<file path="config.mk">
export PLATFORM = sky130hd
export DESIGN_NAME = lcd_hd44780_sequencer
export DESIGN_NICKNAME = d
export VERILOG_FILES = /design/src/rtl/lcd_hd44780_sequencer.sv
export SDC_FILE = /design/constraint.sdc
export NUM_CORES = 1
export LEC_CHECK = 0
export ABC_AREA = 1
export CAP_MARGIN = 20
export CORE_MARGIN = 2
export CORE_UTILIZATION = 45
export CTS_CLUSTER_DIAMETER = 150
export CTS_CLUSTER_SIZE = 40
export DETAILED_ROUTE_END_ITERATION = 8
export SLEW_MARGIN = 20
export SYNTH_ARGS = -nofsm -noshare
export SYNTH_HDL_FRONTEND = slang
export SYNTH_SLANG_ARGS = --single-unit
export TNS_END_PERCENT = 5
</file>
<file path="constraint.sdc">
create_clock -name clk -period 3 [get_ports clk]
set_input_delay 0.45 -clock clk [delete_from_list [all_inputs] [get_ports clk]]
set_output_delay 0.45 -clock clk [all_outputs]
set_load 0.01 [all_outputs]
</file>
<file path="src/rtl/lcd_hd44780_sequencer.sv">
// rtl/lcd_hd44780_sequencer.sv - HD44780 4-bit init/command sequencer with E timing
module lcd_hd44780_sequencer #(
    parameter int unsigned POWERUP_CYCLES = 750000,
    parameter int unsigned INIT_WAIT      = 205000,
    parameter int unsigned SETUP_CYCLES   = 3,
    parameter int unsigned E_PULSE_CYCLES = 25,
    parameter int unsigned SHORT_WAIT     = 2000,
    parameter int unsigned LONG_WAIT      = 82000
) (
    input  logic       clk,
    input  logic       rst,
    input  logic       cmd_valid,
    input  logic       cmd_rs,
    input  logic [7:0] cmd_data,
    output logic       cmd_ready,
    output logic       init_done,
    output logic [3:0] lcd_data,
    output logic       lcd_rs,
    output logic       lcd_rw,
    output logic       lcd_e
);

    function automatic int unsigned max2(input int unsigned a, input int unsigned b);
        return (a > b) ? a : b;
    endfunction

    localparam int unsigned MAXV = max2(max2(max2(POWERUP_CYCLES, INIT_WAIT), max2(SETUP_CYCLES, E_PULSE_CYCLES)),
                                        max2(SHORT_WAIT, LONG_WAIT));
    localparam int CNT_W = $clog2(MAXV + 1);

    localparam logic [CNT_W-1:0] PWR_LAST   = CNT_W'(POWERUP_CYCLES - 1);
    localparam logic [CNT_W-1:0] SETUP_LAST = CNT_W'(SETUP_CYCLES - 1);
    localparam logic [CNT_W-1:0] E_LAST     = CNT_W'(E_PULSE_CYCLES - 1);

    typedef enum logic [2:0] {
        S_POWERUP, S_LOAD, S_SETUP, S_EHIGH, S_ELOW, S_WAIT, S_IDLE
    } state_t;

    state_t           state_q, state_d;
    logic [CNT_W-1:0] cnt_q, cnt_d;
    logic [CNT_W-1:0] wait_q, wait_d;
    logic [3:0]       step_q, step_d;
    logic [7:0]       byte_q, byte_d;
    logic             rs_q, rs_d;
    logic             nib_only_q, nib_only_d;
    logic             second_q, second_d;
    logic [3:0]       lcd_data_q, lcd_data_d;
    logic             lcd_rs_q, lcd_rs_d;
    logic             lcd_e_q, lcd_e_d;
    logic             ready_q, ready_d;
    logic             done_q, done_d;

    always_ff @(posedge clk or posedge rst) begin
        if (rst) begin
            state_q    <= S_POWERUP;
            cnt_q      <= '0;
            wait_q     <= '0;
            step_q     <= '0;
            byte_q     <= '0;
            rs_q       <= 1'b0;
            nib_only_q <= 1'b0;
            second_q   <= 1'b0;
            lcd_data_q <= '0;
            lcd_rs_q   <= 1'b0;
            lcd_e_q    <= 1'b0;
            ready_q    <= 1'b0;
            done_q     <= 1'b0;
        end else begin
            state_q    <= state_d;
            cnt_q      <= cnt_d;
            wait_q     <= wait_d;
            step_q     <= step_d;
            byte_q     <= byte_d;
            rs_q       <= rs_d;
            nib_only_q <= nib_only_d;
            second_q   <= second_d;
            lcd_data_q <= lcd_data_d;
            lcd_rs_q   <= lcd_rs_d;
            lcd_e_q    <= lcd_e_d;
            ready_q    <= ready_d;
            done_q     <= done_d;
        end
    end

    always_comb begin
        state_d    = state_q;
        cnt_d      = cnt_q + 1'b1;
        wait_d     = wait_q;
        step_d     = step_q;
        byte_d     = byte_q;
        rs_d       = rs_q;
        nib_only_d = nib_only_q;
        second_d   = second_q;
        lcd_data_d = lcd_data_q;
        lcd_rs_d   = lcd_rs_q;
        done_d     = done_q;

        case (state_q)
            S_POWERUP: begin
                if (cnt_q == PWR_LAST) begin
                    cnt_d   = '0;
                    state_d = S_LOAD;
                end
            end
            S_LOAD: begin
                cnt_d    = '0;
                second_d = 1'b0;
                state_d  = S_SETUP;
                if (!done_q) begin
                    // Init ROM: three 0x3 wake-ups, switch to 4-bit, then configure.
                    rs_d       = 1'b0;
                    nib_only_d = (step_q < 4'd4);
                    wait_d     = CNT_W'(SHORT_WAIT);
                    case (step_q)
                        4'd0, 4'd1, 4'd2: begin byte_d = 8'h30; wait_d = CNT_W'(INIT_WAIT); end
                        4'd3:             byte_d = 8'h20;
                        4'd4:             byte_d = 8'h28;
                        4'd5:             byte_d = 8'h08;
                        4'd6:             begin byte_d = 8'h01; wait_d = CNT_W'(LONG_WAIT); end
                        4'd7:             byte_d = 8'h06;
                        default:          byte_d = 8'h0C;
                    endcase
                end else begin
                    // Clear display / return home need the long execution time.
                    wait_d = (!rs_q && byte_q[7:2] == 6'd0 && byte_q[1:0] != 2'd0)
                           ? CNT_W'(LONG_WAIT) : CNT_W'(SHORT_WAIT);
                end
                lcd_data_d = byte_d[7:4];
                lcd_rs_d   = rs_d;
            end
            S_SETUP: begin
                if (cnt_q == SETUP_LAST) begin
                    cnt_d   = '0;
                    state_d = S_EHIGH;
                end
            end
            S_EHIGH: begin
                if (cnt_q == E_LAST) begin
                    cnt_d   = '0;
                    state_d = S_ELOW;
                end
            end
            S_ELOW: begin
                if (cnt_q == E_LAST) begin
                    cnt_d = '0;
                    if (!second_q && !nib_only_q) begin
                        second_d   = 1'b1;
                        lcd_data_d = byte_q[3:0];
                        state_d    = S_SETUP;
                    end else begin
                        state_d = S_WAIT;
                    end
                end
            end
            S_WAIT: begin
                if (cnt_q == wait_q - CNT_W'(1)) begin
                    cnt_d = '0;
                    if (done_q) begin
                        state_d = S_IDLE;
                    end else if (step_q == 4'd8) begin
                        done_d  = 1'b1;
                        state_d = S_IDLE;
                    end else begin
                        step_d  = step_q + 4'd1;
                        state_d = S_LOAD;
                    end
                end
            end
            S_IDLE: begin
                cnt_d = '0;
                if (cmd_valid && ready_q) begin
                    byte_d     = cmd_data;
                    rs_d       = cmd_rs;
                    nib_only_d = 1'b0;
                    state_d    = S_LOAD;
                end
            end
            default: begin
                cnt_d   = '0;
                state_d = S_POWERUP;
            end
        endcase

        lcd_e_d = (state_d == S_EHIGH);
        ready_d = (state_d == S_IDLE);
    end

    assign cmd_ready = ready_q;
    assign init_done = done_q;
    assign lcd_data  = lcd_data_q;
    assign lcd_rs    = lcd_rs_q;
    assign lcd_rw    = 1'b0;
    assign lcd_e     = lcd_e_q;

endmodule

</file>
# Yosys cells after proc, flatten, opt, wreduce, memory -nomap -nowiden
# Cells that the tools add are included.
# classes
add_sub_neg	3
order_cmp	1
eq_ne	24
n_mux	36
bitwise_logic	2
reduce_logical	20
# ops
cell	n
2-to-1 mux 20 bit	5
one-hot mux 20 bit (4 select lines)	1
one-hot mux 18 bit (2 select lines)	1
one-hot mux 6 bit (6 select lines)	1
2-to-1 mux 3 bit	9
one-hot mux 3 bit (7 select lines)	1
adder 20 x 1 -> 20 bit (second input constant)	1
== test 20 x 2 -> 1 bit (second input constant)	1
== test 20 bit	1
== test 20 bit (second input constant)	1
== test 20 x 5 -> 1 bit (second input constant)	1
subtractor 20 x 1 -> 20 bit (second input constant)	1
2-to-1 mux 17 bit	1
== test 4 x 3 -> 1 bit (second input constant)	4
2-to-1 mux 8 bit	2
one-hot mux 8 bit (2 select lines)	1
== test 3 bit (second input constant)	4
== test 3 x 2 -> 1 bit (second input constant)	3
== test 4 x 2 -> 1 bit (second input constant)	2
2-to-1 mux 1 bit	8
2-to-1 mux 4 bit	2
inequality test 2 bit (second input constant)	4
one-hot mux 4 bit (2 select lines)	1
logical NOT 6 bit	1
other kinds (17)	29
# totals
regBits	66
output_inout_bits	9
wordCells	100

# Longest topological paths before layout
# Gate-level depths: netlist of run 1.
# logic_depth
ltp_word	6
depth_mapped	18

# Worst setup path before layout of run 1
# OpenSTA, ideal clock, no wires.
# synth_path
path_type	reg-to-reg
start	register wait_q[13]
end	register cnt_q[4]
setup_ns	0.122
arrival_time_ns	2.088
t_required_ns	2.878
setup_slack_ns	0.789
path_stages_with_launch	18
n_path_buf	1
cell_sequence	dfrtp_1 inv_4 ha_1 ha_1 nand2_1 nor2_1 nand2_1 nand2_1 nand2_1 nor2_1 nand2_1 nor2_1 nand2_1 nand2_2 nand2_2 nor2_4 buf_6 nor2_2
# synth_via
elab_chain_len	4
# synth_rtl
item	line_no	source
start: declaration	41	logic [CNT_W-1:0] wait_q, wait_d;
start signal: assignment	71	wait_q <= wait_d;
subtractor 20 x 1 -> 20 bit	156	if (cnt_q == wait_q - CNT_W'(1)) begin
== test 20 bit	156	
2-to-1 mux 20 bit	156	
one-hot mux 20 bit (4 select lines)	98	case (state_q)
net cnt_d[4]	40	logic [CNT_W-1:0] cnt_q, cnt_d;
end signal: assignment	70	cnt_q <= cnt_d;
end: declaration	40	
# The timed path passes the listed nets, and every way through them passes these cells.
# A chain may end at the register's enable or synchronous reset.

# Final worst setup path of run 1
# layout_path
start	register wait_q[13]
end	register cnt_q[8]
# Same word-level chain as after synthesis.

==> run metrics, run 1 <==
status=complete, no violations; Slew Limit Fails=0; hold_buf cts=0; Layout fillers=around 810; DR iter-0 viols=~200; predominant post-synthesis flop cell=dfrtp_1; met2 wire length=between 5 and 6 mm; Reg power frac=0.606; unrepaired setup endpoints after global routing=false; metal3 WL=about 410 um; global-route wire length before repair=about 17 mm; drt drc=0; Die X=between 90 and 100 um; WL met1=between 4 and 5 mm; Worst-Skew Late Latency=about 0.31 ns; setup_tns=0 ns; largest cells by area after synthesis=dfrtp_1 (37%), nand2_1 (15%), nor2_1 (6.7%); DPL Wire Length=between 8 and 9 mm; Port Buffer Count=19; Worst EP arrival=around 2.9 ns; Worst slew margin=0.465; number of max-cap violations=0; clock slew at reported path FFs=roughly 0.11 ns; synth warn=0; total wire length=10.1 mm; post-synthesis mux area share=0; number of synthesized register bits=53; fmax=0.367 GHz; Pleak=~2.0 nW; PD cells=between 200 and 300 nW/um^2; H-tree depth=2; synth cell count leaders=nand2_1 (148), nor2_1 (65), inv_1 (62); Synth Area in Simple Gates=0.385; gpl congestion=between 0.9 and 1; Inst Count DP=approximately 640; syn nets=about 540; synthesized cell area=approximately 3600 sq um; Layout Cells excl Fill=between 600 and 700; VDD IR max=about 210 uV; Overall Power=approximately 1.2 mW; xor/xnor cell area share of the yosys netlist=0.0363; clk root buf=clkbuf_8; die area=just under 9000 sq um; DR vias/cell=between 5 and 6; Syn Area/Cell=~7.0 sq um; Final setup viols=0; most common cell in the netlist=nand2_1; number of distinct library cells after synthesis=42; Worst setup EP type=register; fin util=0.517; Routed Antenna Nets=0; drt wl/cell=between 15 and 20 um; Hold Crit Class=reg2reg; Reg area=1330 sq um; Switching Power=approximately 0.28 mW; largest family of logic cells by synthesized area=simple AND/OR/NAND/NOR gates; Clock Power Share=0.368; post-synthesis sequential area ratio=0.366; Adder-Cell Fraction of Synth Area=0.0311; Top Layer Used=met4; Crit Path Max Fanout=20; Post-synth EDFFs=0; post-synthesis async set-or-reset flop share=1.00; TritonCTS clock tree=done; first-pass detailed-route iteration total=5; # nets final=between 500 and 600; Hold Worst Slack=around 0.47 ns; combinational share of power=0.026; crit share post-route=0.909; GRT overflow=0; Worst Setup Start Kind=register; number of vias in the routed layout=about 3500; Area Overhead vs Synth=10.9%; clock sink count=53; multi-input logic area=between 1500 and 2000 sq um; Top-Level Pins=21; CORE AREA=roughly 7800 sq um; switching share of power=0.238; vias in the first global route=3371; layout cell share with drive strength beyond 1=0.0917; largest area contributor in the netlist=dfrtp_1; Starting Density=0.466; antenna violations before repair=0; P_int=around 0.90 mW; Final min period=2.73 ns; gr usage total=0.245; worst-margin pin slew=approximately 0.8 ns; clock tree buffer depth=2; Setup Skew=roughly 0.011 ns; Die Height=93.7 um; Synth Area in Compound Gates=0.0943; Resized Gates After CTS=0; Gate Count Post-Synth=~520; Synth top area share=0.366; Post-CTS Setup Bufs=0; diodes inserted=0; TritonCTS Buffers=5; Hold Fails Final Rpt=0; Row Count=32; largest net degree at the start of global routing=31; Worst EP required=~3.2 ns; CP Class=reg2reg
==> area by class of cell <==
| type | count | area share |
|---|---|---|
| Multi-Input combinational cell | 391 | 0.494 |
| Sequential cell | 53 | 0.330 |
| Inverter | 70 | 0.0661 |
| Timing Repair Buffer | 23 | 0.0548 |
| Tap cell | 102 | 0.0318 |
| Clock buffer | 5 | 0.0171 |
| Clock inverter | 3 | 0.00623 |
==> registers in the layout (all words and copies together), names as in the netlist <==
name / flops
second_q: 1
cnt_q: 20
state_q: 3
init_done: 1
lcd_data: 4
wait_q: 7
lcd_rs: 1
rs_q: 1
step_q: 4
byte_q: 8
lcd_e: 1
cmd_ready: 1
nib_only_q: 1
==> stage by stage <==
stage          area, sq um  setup slack, ns
2_1_floorplan         3620            0.789
3_3_place_gp          3920            0.391
3_5_place_dp          3920            0.305
4_1_cts               4020            0.307
5_1_grt               4020           0.0163
6_report              4020            0.272
==> critical path: stages (launching register included) <==
cell     delay [ns]
dfrtp_1        0.48
inv_4          0.15
ha_1           0.25
ha_1           0.24
nand2_1        0.07
nor2_1         0.17
nand2_1        0.10
nand2_1        0.07
nand2_1        0.05
nor2_1         0.12
nand2_1        0.06
nor2_1         0.15
nand2_1        0.14
nand2_2        0.09
nand2_2        0.06
nor2_4         0.07
buf_4          0.28
nor2_1         0.08
==> layout by cell type (no fill, tap or decap), types with 6 or more instances in the layout <==
cell and instances:
nand2_1 148, nor2_1 65, inv_1 61, dfrtp_1 53
nand3_1 38, o21ai_0 24, clkdlybuf4s50_1 19, nor2_2 15
nand4_1 14, xor2_1 13, nor3_1 10, a21oi_1 9
ha_1 9, inv_2 7, nor4_1 6
==> final timing paths <==
kind	from	to	slack, ns	cells after the start
worst max-delay path	wait_q[13]	cnt_q[8]	0.27	17
worst min-delay path	cnt_q[0]	cnt_q[0]	0.47	1
worst max register to register	wait_q[13]	cnt_q[8]	0.27	17
worst min register to register	cnt_q[0]	cnt_q[0]	0.47	1
max in group asynchronous	rst	wait_q[16]	2.18	3
min in group asynchronous	rst	state_q[2]	0.48	3
==> power groups by stage <==
stage          registers (mW)  clock network, mW  logic [mW]
2_1_floorplan           0.728                  0      0.0120
3_3_place_gp            0.728                  0      0.0317
3_5_place_dp            0.728                  0      0.0320
4_1_cts                 0.714              0.450      0.0319
5_1_grt                 0.714              0.474      0.0356
6_report                0.714              0.434      0.0304
==> routing by layer <==
metal | up-vias | global-route usage
li1 | 1722 | -
met1 | 1624 | 0.315
met2 | 111 | 0.420
met3 | 21 | 0.0297
met4 | 0 | 0.0966
met5 | - | 0
==> logic make-up after synthesis <==
family          Yosys count
compound gates           55
xor+xnor                 15
fa+ha+maj                 9
buf+inv                  77
flops                    53
other cells               1
simple gates            311
No activity file was read; power rests on OpenSTA's default activity.
==> run 2, diff against run 1 <==
--- a/config.mk
+++ b/config.mk
@@ -8,7 +8,7 @@
 export ABC_AREA = 1
 export CAP_MARGIN = 20
 export CORE_MARGIN = 2
-export CORE_UTILIZATION = 45
+export CORE_UTILIZATION = 28
 export CTS_CLUSTER_DIAMETER = 150
 export CTS_CLUSTER_SIZE = 40
 export DETAILED_ROUTE_END_ITERATION = 8
==> run 2 against run 1 <==
Compared with the run above:
- wire length is 5.8% lower
- first-iteration DRC count decreased by 28%
- hold slack better by 0.0047 ns
- largest power group unchanged
- global-route usage shrank 10 points
- setup slack gained 0.045 ns
- sequential cell count stayed put
- register-to-register slack better by 0.05 ns
==> run metrics, run 2 (synthesized netlist as in run 1, its figures left out) <==
Hold Worst Slack=0.472 ns (+0.00470 ns); Crit Path Max Fanout=20 (unchanged); Worst-Skew Late Latency=0.30 ns (about the same); Reg with most FFs=cnt_q; Port Buffer Count=19 (unchanged); H-tree depth=2 (unchanged); Worst setup EP type=register; Pleak=1.99 nW (+1.3%); max reg flops=20 (unchanged); worst r2r src=wait_q[13]; CP top delay family=simple AND/OR/NAND/NOR gates; CP Class=reg2reg; fmax=0.373 GHz (+1.7%); Post-CTS Setup Bufs=0 (unchanged); first-pass detailed-route iteration total=4 (-1); Worst R2R Path Depth=17 (unchanged); FF-to-FF setup slack=0.32 ns (+0.05 ns); number of max-cap violations=0 (unchanged); antenna violations before repair=0 (unchanged); Hold Fails Final Rpt=0 (unchanged); Worst Setup Start Kind=register; DPL Wire Length=7.57 mm (-5.5%); global-route wire length before repair=16.1 mm (-4.5%); # nets final=565 (unchanged); GRT overflow=0 (unchanged); commonest non-fill, non-tap cell in the layout=nand2_1; Worst EP arrival=2.86 ns (-0.07 ns); Hold Crit Depth=1 (unchanged); Starting Density=0.287 (-0.179); gr usage total=0.141 (-0.104); diodes inserted=0 (unchanged); Final min period=2.68 ns (-0.0453 ns); clock slew at reported path FFs=0.07 ns (-0.04 ns); Row Count=41 (+28%); Worst slew margin=0.501 (+0.0355); fin util=0.330 (-0.187); drt wl/cell=13.3 um (-15%); crit share post-route=0.894 (-0.0151); slowest cell on the critical path=dfrtp_1; worst-margin pin slew=0.746 ns (-0.0530 ns); CORE AREA=12600 sq um (+62%); CP most frequent cell=nand2_1; clock tree buffer depth=2 (unchanged); Die X=118 um (+26%); Layout fillers=1397 (+73%); Resized Gates After CTS=0 (unchanged); TritonCTS clock tree=done; layout cell share with drive strength beyond 1=0.0917 (unchanged); unrepaired setup endpoints after global routing=false; met3 Use GR=0.0276 (-0.00208); hold_buf cts=0 (unchanged); Worst EP required=3.18 ns (-0.02 ns); PD cells=324 nW/um^2 (+10%); met2 Usage GRT=0.250 (-0.170); WHS Endpoint=cnt_q[0]; critical path, cell by cell=inv_4 > ha_1 > ha_1 > nand2_1 > nor2_1 > nand2_1 > nand2_1 > nand2_1 > nor2_1 > nand2_1 > nor2_2 > nand2_1 > nand2_2 > nand2_2 > nor2_4 > buf_4 > nor2_1; die area=13900 sq um (+58%); status=complete, no violations; VDD IR max=230 uV (+12%); Area Overhead vs Synth=14.9%; total wire length=9.55 mm (-5.8%); drt drc=0 (unchanged); Slew Limit Fails=0 (unchanged); Top-Level Pins=21 (unchanged); reg-to-reg endpoint=cnt_q[11]; gpl congestion=0.995 (-0.36%); met1 Usage GRT=0.179 (-0.135); DR iter-0 viols=143 (-28%); TritonCTS Buffers=5 (unchanged); setup_tns=0 ns (unchanged); Hold Crit Class=reg2reg; clock sink count=53 (unchanged); worst hold start=cnt_q[0]; number of vias in the routed layout=3401 (-2.2%); layer with the highest usage=met2; Final setup viols=0 (unchanged); Routed Antenna Nets=0 (unchanged); Setup Skew=0.0106 ns (-0.000217 ns); Largest regs=cnt_q (20), byte_q (8), wait_q (7); WP buf/inv=2 (unchanged); DR vias/cell=4.74 (-12%); vias in the first global route=3347 (-0.71%); Die Height=118 um (+26%); CP peak stage delay=0.45 ns (-0.03 ns); clk root buf=clkbuf_16; commonest cells after routing, fill and taps aside=nand2_1 (148), nor2_1 (65), inv_1 (61), dfrtp_1 (53), nand3_1 (38); largest net degree at the start of global routing=24 (-23%)
==> run 2: power by group <==
group | leakage (nW) | switching, mW | internal [mW]
clock network | 0.0708 | 0.285 | 0.316
registers | 0.715 | 0 | 0.714
logic | 1.20 | 0.0164 | 0.0141
==> run 2: layout make-up <==
cell class              count  area (sq um)  area share
clock inverters             3          25.0     0.00602
repair buffers             23           220      0.0529
inverters                  70           265      0.0638
clock buffers               5           125      0.0301
well taps                 172           215      0.0517
flip-flops and latches     53          1330       0.319
multi-input cells         391          1980       0.477
==> run 2: worst reg2reg max path, delay by kind of cell (launching register included) <==
| family | cells | cell delay (ns) |
|---|---|---|
| simple gates | 13 | 1.20 |
| buf+inv | 2 | 0.41 |
| fa+ha+maj | 2 | 0.50 |
| flops | 1 | 0.45 |
==> run 2: per-stage QoR <==
stage / total power, mW / instances / setup WS (ns) / area [sq um]
2_1_floorplan: 0.740 / 521 / 0.789 / 3620
3_3_place_gp: 0.760 / 709 / 0.429 / 4010
3_5_place_dp: 0.760 / 709 / 0.334 / 4010
4_1_cts: 1.36 / 717 / 0.329 / 4160
5_1_grt: 1.40 / 717 / 0.0701 / 4160
6_report: 1.35 / 717 / 0.317 / 4160
==> run 2: worst max path at each step <==
stage,startpoint,end,slack (ns),depth (start not counted)
finish,wait_q[13],cnt_q[11],0.32,17
global route,wait_q[13],cnt_q[16],0.07,17
CTS,wait_q[13],cnt_q[11],0.33,17
detailed placement,wait_q[13],cnt_q[16],0.33,17
global placement,wait_q[13],cnt_q[16],0.43,17
floorplan,wait_q[13],cnt_q[4],0.79,17
==> run 2: layer usage <==
metal	part of all wire	vias to the layer above
li1	-	1720
met1	0.46	1575
met4	0.0078	0
met3	0.051	8
met2	0.48	98
met5	0	-
